### config.mk
export PLATFORM = sky130hd
export DESIGN_NAME = ifu
export DESIGN_NICKNAME = d
export VERILOG_FILES = /design/src/rtl/ifu_pkg.sv /design/src/rtl/ifu_inst_fifo.sv /design/src/rtl/ifu.sv
export SDC_FILE = /design/constraint.sdc
export NUM_CORES = 1
export LEC_CHECK = 0
export ABC_CLOCK_PERIOD_IN_PS = 5600
export BUFFER_PORTS_ARGS = -buffer_cell sky130_fd_sc_hd__buf_2
export CAP_MARGIN = 20
export CELL_PAD_IN_SITES_DETAIL_PLACEMENT = 1
export CELL_PAD_IN_SITES_GLOBAL_PLACEMENT = 1
export CORE_MARGIN = 2
export CORE_UTILIZATION = 49
export DETAILED_ROUTE_END_ITERATION = 16
export PLACE_DENSITY = 0.9
export SYNTH_ARGS = -nofsm -noshare
export SYNTH_HDL_FRONTEND = slang
export SYNTH_SLANG_ARGS = --single-unit
### constraint.sdc
create_clock -name clock -period 5.6 [get_ports clock]
set_input_delay 0.84 -clock clock [delete_from_list [all_inputs] [get_ports clock]]
set_output_delay 0.84 -clock clock [all_outputs]
set_load 0.02 [all_outputs]
### src/rtl/ifu_pkg.sv
// Shared types for the instruction fetch unit: FSM states and instruction-buffer entry.
package ifu_pkg;

  localparam int REG_END_WORD = 31;

  typedef enum logic [1:0] {
    IFU_IDLE = 2'd0,
    IFU_REQ  = 2'd1,
    IFU_WAIT = 2'd2
  } ifu_state_t;

  typedef struct packed {
    logic [REG_END_WORD:0] word;
    logic [REG_END_WORD:0] pc;
  } ibuf_entry_t;

  function automatic logic [REG_END_WORD:0] word_align(input logic [REG_END_WORD:0] a);
    return a & 32'hFFFF_FFFC;
  endfunction

endpackage

### src/rtl/ifu_inst_fifo.sv
// Synchronous instruction buffer with push/pop/flush; head is a registered entry, no bypass.
// Latency: push visible at head the next cycle. Push on full is dropped unless a pop happens alongside.
module ifu_inst_fifo
  import ifu_pkg::*;
#(
  parameter int DEPTH = 2,
  parameter int WIDTH = $bits(ibuf_entry_t),
  localparam int AW = (DEPTH > 1) ? $clog2(DEPTH) : 1,
  localparam int CW = $clog2(DEPTH) + 1
) (
  input  logic             clk,
  input  logic             rst_n,
  input  logic             push,
  input  logic [WIDTH-1:0] push_dat,
  input  logic             pop,
  input  logic             flush,
  output logic [WIDTH-1:0] head_dat,
  output logic [CW-1:0]    count,
  output logic             full,
  output logic             empty
);

  logic [WIDTH-1:0] mem [DEPTH];
  logic [AW-1:0]    wr_ptr;
  logic [AW-1:0]    rd_ptr;
  logic             do_push;
  logic             do_pop;

  function automatic logic [AW-1:0] ptr_inc(input logic [AW-1:0] p);
    return (p == AW'(DEPTH - 1)) ? '0 : p + AW'(1);
  endfunction

  assign full     = (count == CW'(DEPTH));
  assign empty    = (count == '0);
  // A full buffer still accepts a push when the head leaves in the same cycle.
  assign do_push  = push & (~full | pop);
  assign do_pop   = pop & ~empty;
  assign head_dat = mem[rd_ptr];

  always_ff @(posedge clk or negedge rst_n) begin
    if (!rst_n) begin
      wr_ptr <= '0;
      rd_ptr <= '0;
      count  <= '0;
      for (int i = 0; i < DEPTH; i++) begin
        mem[i] <= '0;
      end
    end else if (flush) begin
      wr_ptr <= '0;
      rd_ptr <= '0;
      count  <= '0;
    end else begin
      if (do_push) begin
        mem[wr_ptr] <= push_dat;
        wr_ptr      <= ptr_inc(wr_ptr);
      end
      if (do_pop) begin
        rd_ptr <= ptr_inc(rd_ptr);
      end
      count <= count + CW'(do_push) - CW'(do_pop);
    end
  end

endmodule

### src/rtl/ifu.sv
// Instruction fetch unit: owns the PC, fetches one word at a time over req/gnt/rvalid, buffers for the decoder.
// Latency: rvalid -> inst_valid one cycle. Stops requesting when buffered + in-flight words fill the buffer.
module ifu
  import ifu_pkg::*;
#(
  parameter logic [31:0] RESET_PC   = 32'h8000_0000,
  parameter int          FIFO_DEPTH = 2
) (
  input  logic        clock,
  input  logic        reset_n,
  output logic        imem_req,
  output logic [31:0] imem_addr,
  input  logic        imem_gnt,
  input  logic        imem_rvalid,
  input  logic [31:0] imem_rdata,
  input  logic        redirect_valid,
  input  logic [31:0] redirect_pc,
  output logic        inst_valid,
  input  logic        inst_ready,
  output logic [31:0] inst,
  output logic [31:0] inst_pc
);

  localparam int              CW      = $clog2(FIFO_DEPTH) + 1;
  localparam logic [CW:0]     DEPTH_L = (CW + 1)'(FIFO_DEPTH);

  ifu_state_t                state;
  logic [REG_END_WORD:0]     pc;
  logic [REG_END_WORD:0]     fetch_pc;
  logic                      stale;
  logic                      push;
  logic                      pop;
  logic [CW-1:0]             fifo_count;
  logic                      fifo_full;
  logic                      fifo_empty;
  logic [CW:0]               occ_nxt;
  ibuf_entry_t               push_dat;
  ibuf_entry_t               head_dat;

  // Redirect wins over every buffer update in its cycle.
  assign push     = (state == IFU_WAIT) & imem_rvalid & ~stale & ~redirect_valid;
  assign pop      = inst_valid & inst_ready & ~redirect_valid;
  assign push_dat = '{word: imem_rdata, pc: fetch_pc};
  assign occ_nxt  = {1'b0, fifo_count} + {{CW{1'b0}}, push} - {{CW{1'b0}}, pop};

  assign inst_valid = ~fifo_empty;
  assign inst       = head_dat.word;
  assign inst_pc    = head_dat.pc;

  ifu_inst_fifo #(
    .DEPTH (FIFO_DEPTH),
    .WIDTH ($bits(ibuf_entry_t))
  ) u_inst_fifo (
    .clk      (clock),
    .rst_n    (reset_n),
    .push     (push),
    .push_dat (push_dat),
    .pop      (pop),
    .flush    (redirect_valid),
    .head_dat (head_dat),
    .count    (fifo_count),
    .full     (fifo_full),
    .empty    (fifo_empty)
  );

  always_ff @(posedge clock or negedge reset_n) begin
    if (!reset_n) begin
      state     <= IFU_IDLE;
      pc        <= RESET_PC;
      fetch_pc  <= '0;
      stale     <= 1'b0;
      imem_req  <= 1'b0;
      imem_addr <= RESET_PC;
    end else if (redirect_valid) begin
      pc <= word_align(redirect_pc);
      case (state)
        IFU_REQ: begin
          imem_req <= 1'b0;
          if (imem_gnt) begin
            // The granted word will still come back; mark it for discard.
            state    <= IFU_WAIT;
            stale    <= 1'b1;
            fetch_pc <= imem_addr;
          end else begin
            state <= IFU_IDLE;
          end
        end
        IFU_WAIT: begin
          if (imem_rvalid) begin
            state <= IFU_IDLE;
            stale <= 1'b0;
          end else begin
            stale <= 1'b1;
          end
        end
        default: state <= IFU_IDLE;
      endcase
    end else begin
      case (state)
        IFU_IDLE: begin
          if (!fifo_full) begin
            state     <= IFU_REQ;
            imem_req  <= 1'b1;
            imem_addr <= pc;
          end
        end
        IFU_REQ: begin
          if (imem_gnt) begin
            state    <= IFU_WAIT;
            imem_req <= 1'b0;
            fetch_pc <= imem_addr;
            pc       <= pc + 32'd4;
          end
        end
        IFU_WAIT: begin
          if (imem_rvalid) begin
            stale <= 1'b0;
            // Occupancy after this cycle's push/pop decides whether another fetch fits.
            if (occ_nxt < DEPTH_L) begin
              state     <= IFU_REQ;
              imem_req  <= 1'b1;
              imem_addr <= pc;
            end else begin
              state <= IFU_IDLE;
            end
          end
        end
        default: state <= IFU_IDLE;
      endcase
    end
  end

endmodule

==> flow_summary.ini <==
[pwr]
total_switching_power_mw = 1.82
total_power_mw = 5.58
share_clk_of_total_power_pct = 28.0
powerDensity_nw_per_um2 = 472
internal_power_mw = 3.75
share_comb_of_total_power_pct = 29.6
power.share.switching_pct = 32.7
vdd_ir_drop_max_mv = 0.250
leakagePower_nw = 5.77
seq_power_share_pct = 42.3

[floorplanning]
die_h_um = 146
floorplan.die_area_um2 = 21400
design.portCount = 168
core-area_um2 = 20000
initial_core_util_pct = 49.5
dieWidth_um = 146
std_cell_rows = 52

[worst_setup_path]
critical_path.startpoint_type = flop
critical_path_buf_inv_count = 2
worstPathRequired_ns = 4.76
cp_delay_by_family_top = flip-flops
worst_setup_path_end_kind = primary output
crit_slowest_cell = dfrtp_2
worst-setup-path-type = flop to primary output
maximum_cell_stage_delay_along_the_critical_path_ns = 1.07
cells_along_the_critical_path = buf_4 > mux2_2 > buf_2
worstPathMaxFanout = 38
cp.arrival_ns = 2.65

[routing]
final_antenna_net_count = 0
detailroute.via_count = 6618
dr.first_iter.drc_count = 235
vias_per_cell = 5.62
drc = 0
wire_per_inst_um = 21.2
router_iterations_before_antenna_repair = 4
wirelength_routed_um = 25000

[place]
dpl_ws_ns = 1.43
portBuffers = 161
detailedPlacementHpwl_um = 16000
placedCellCount = 1133
routabilityCongestion = 0.819
dpl-instance-area_um2 = 11000

[timing]
fin_tns_setup_ns = 0
final_min_period_over_clock_period_pct = 62.3
fin_worst_hold_slack_ns = 0.419
period_needed_ns = 3.49
max-slew-margin-rel_pct = 28.2
fmax_mhz = 287
final-hold-violation-count = 0
worst_pin_slew_ns = 1.08
report.final.slew_viol_count = 0
fin_skew_ns = 0.00740
setup_violations = 0
grt_setup_unrepaired = no
postLayoutSetupSlackWorst_ns = 2.11

[synth]
synth_enable_flop_cells = 0
synth.lib_cells_used.distinct = 53
sequential_element_share_of_the_synthesized_area_pct = 56.1
synth.ff_latch_count = 222
syn-instance-count = 734
post_synth_arst_share_pct = 100
yosysWarningCount = 0
postSynthAreaPerCell_um2 = 13.5
synth_area_um2 = 9920
synth_flop_cell = dfrtp_1

[global_routing]
grt-ovfl-total = 0
initial_antenna_violation_count = 2
grt_usage_pct = 23.2
pin_count_of_the_biggest_net_entering_global_routing = 138
wire_length_of_the_first_global_routing_pass_um = 40000
first_global_vias = 7343

[clock_network]
postCtsSetupRepairBufs = 0
root_buffer = clkbuf_16
cts.sinks = 222
worst_setup_hold_path_clk_slew_ns = 0.06
post_cts_resize_count = 0
cts_max_level = 1
cts.hold.buffers_added = 0
cts-buffers-inserted = 24
cts_tree = done
cts_buffer_depth = 3
insertion_delay_of_the_later_clocked_pin_in_the_worst_skew_pair_ns = 0.50

[outcome]
status = complete, no violations

[job]
max_cap_violations = 0

[layout]
post-route-util_pct = 58.9
proportion_of_layout_cells_with_a_drive_suffix_above_1_pct = 51.2
area.sequential_um2 = 5560
finalNonFillerCells = 1178
multi_input_comb_area_um2 = 4170
fin_nets = 968
finish.instance_area_um2 = 11800
area_growth_syn_to_layout_pct = 19.0
filler_cell_count = 2028

[hold_path]
hold_class = input pin to async pin
[sequential cells by signal, summed over array words and instances, names as in the netlist]
signal	cells
imem_addr	30
imem_req	1
u_inst_fifo.count	2
u_inst_fifo.mem	124
u_inst_fifo.wr_ptr	1
stale	1
u_inst_fifo.rd_ptr	1
pc	30
state	2
fetch_pc	30
[final cells by class]
cell class | count | area share [%]
diodes | 1 | 0.0212
clock buffers | 41 | 6.40
clock inverters | 2 | 0.297
inverters | 10 | 0.318
multi-input cells | 463 | 35.3
flip-flops and latches | 222 | 47.1
well taps | 270 | 2.86
repair buffers | 169 | 7.70
[power groups by stage]
stage          logic (mW)  clock network, mW  registers, mW
4_1_cts              1.65               1.61           2.36
6_report             1.65               1.56           2.36
3_3_place_gp         1.55                  0           2.34
5_1_grt              1.76               1.67           2.42
2_1_floorplan       0.988                  0           2.39
3_5_place_dp         1.62                  0           2.38
[cells in the mapped netlist, types with 2 or more instances]
cell type  count  area share [%]
mux2_2       246              28
o21ai_0       22             1.1
or4_1         15             1.1
a31oi_1       16             1.0
dfrtp_1      220              56
ha_1           7            0.88
nor4_1         5            0.32
xor2_1         7            0.62
clkbuf_1      23            0.87
nor4b_1        2            0.18
inv_1          9            0.34
nand2_1       31             1.2
and4_1         4            0.35
nand4_1        8            0.50
buf_2          7            0.35
xnor2_1        9            0.79
buf_4          4            0.30
nor2b_1        4            0.25
a21oi_1        3            0.15
nand3_4        2            0.35
nor2_1        23            0.87
o31ai_1       11            0.83
nor3_1         3            0.15
and3_1         2            0.13
nand3_1       13            0.66
or3_2          3            0.23
dfstp_2        2            0.53
nand3b_1       2            0.15
or3_1          2            0.13
buf_1          6            0.23
[path summary, 6_finish.rpt]
check | slack, ns | from | end | depth (start not counted)
max reg2reg | 2.20 | state[0] | imem_addr[4] | 11
min | 0.42 | reset_n | u_inst_fifo.mem[36] | 1
min reg2reg | 0.50 | u_inst_fifo.mem[94] | u_inst_fifo.mem[94] | 1
min in group clock | 0.50 | u_inst_fifo.mem[94] | u_inst_fifo.mem[94] | 1
max | 2.11 | u_inst_fifo.rd_ptr | inst[31] | 3
max in group asynchronous | 3.89 | reset_n | u_inst_fifo.rd_ptr | 2
[cells by family after synthesis]
kind of cell / share of synthesized area (%)
multiplexers: 28.0
AND/OR/NAND/NOR: 7.05
other: 0.0378
AO/OA/AOI/OAI: 4.03
buffers and inverters: 2.30
flip-flops: 56.1
adder cells (fa/ha/maj): 1.09
XOR/XNOR: 1.41
[metal layers]
layer  wire [um]  GRT usage (%)
met1       10700           30.2
met2       12800           41.8
met3        1060           3.38
met4         350           4.61
met5          13              0
[cells in the final DEF (no fill, tap or decap), drive strengths merged, types with 2 or more instances in the layout]
| master | count |
|---|---|
| dfrtp | 220 |
| nor2b | 4 |
| or3 | 5 |
| clkinv | 2 |
| nor4 | 5 |
| o31ai | 11 |
| xor2 | 7 |
| nand4 | 8 |
| nor3 | 3 |
| buf | 169 |
| conb | 4 |
| or4 | 17 |
| clkbuf | 41 |
| and4 | 4 |
| dfstp | 2 |
| a31oi | 16 |
| ha | 7 |
| nand3 | 15 |
| a21oi | 3 |
| nor2 | 23 |
| o21ai | 22 |
| nor4b | 2 |
| nand3b | 2 |
| mux2 | 246 |
| xnor2 | 9 |
| inv | 9 |
| and3 | 3 |
| nand2 | 31 |
Power figures use the tool's default switching activity.
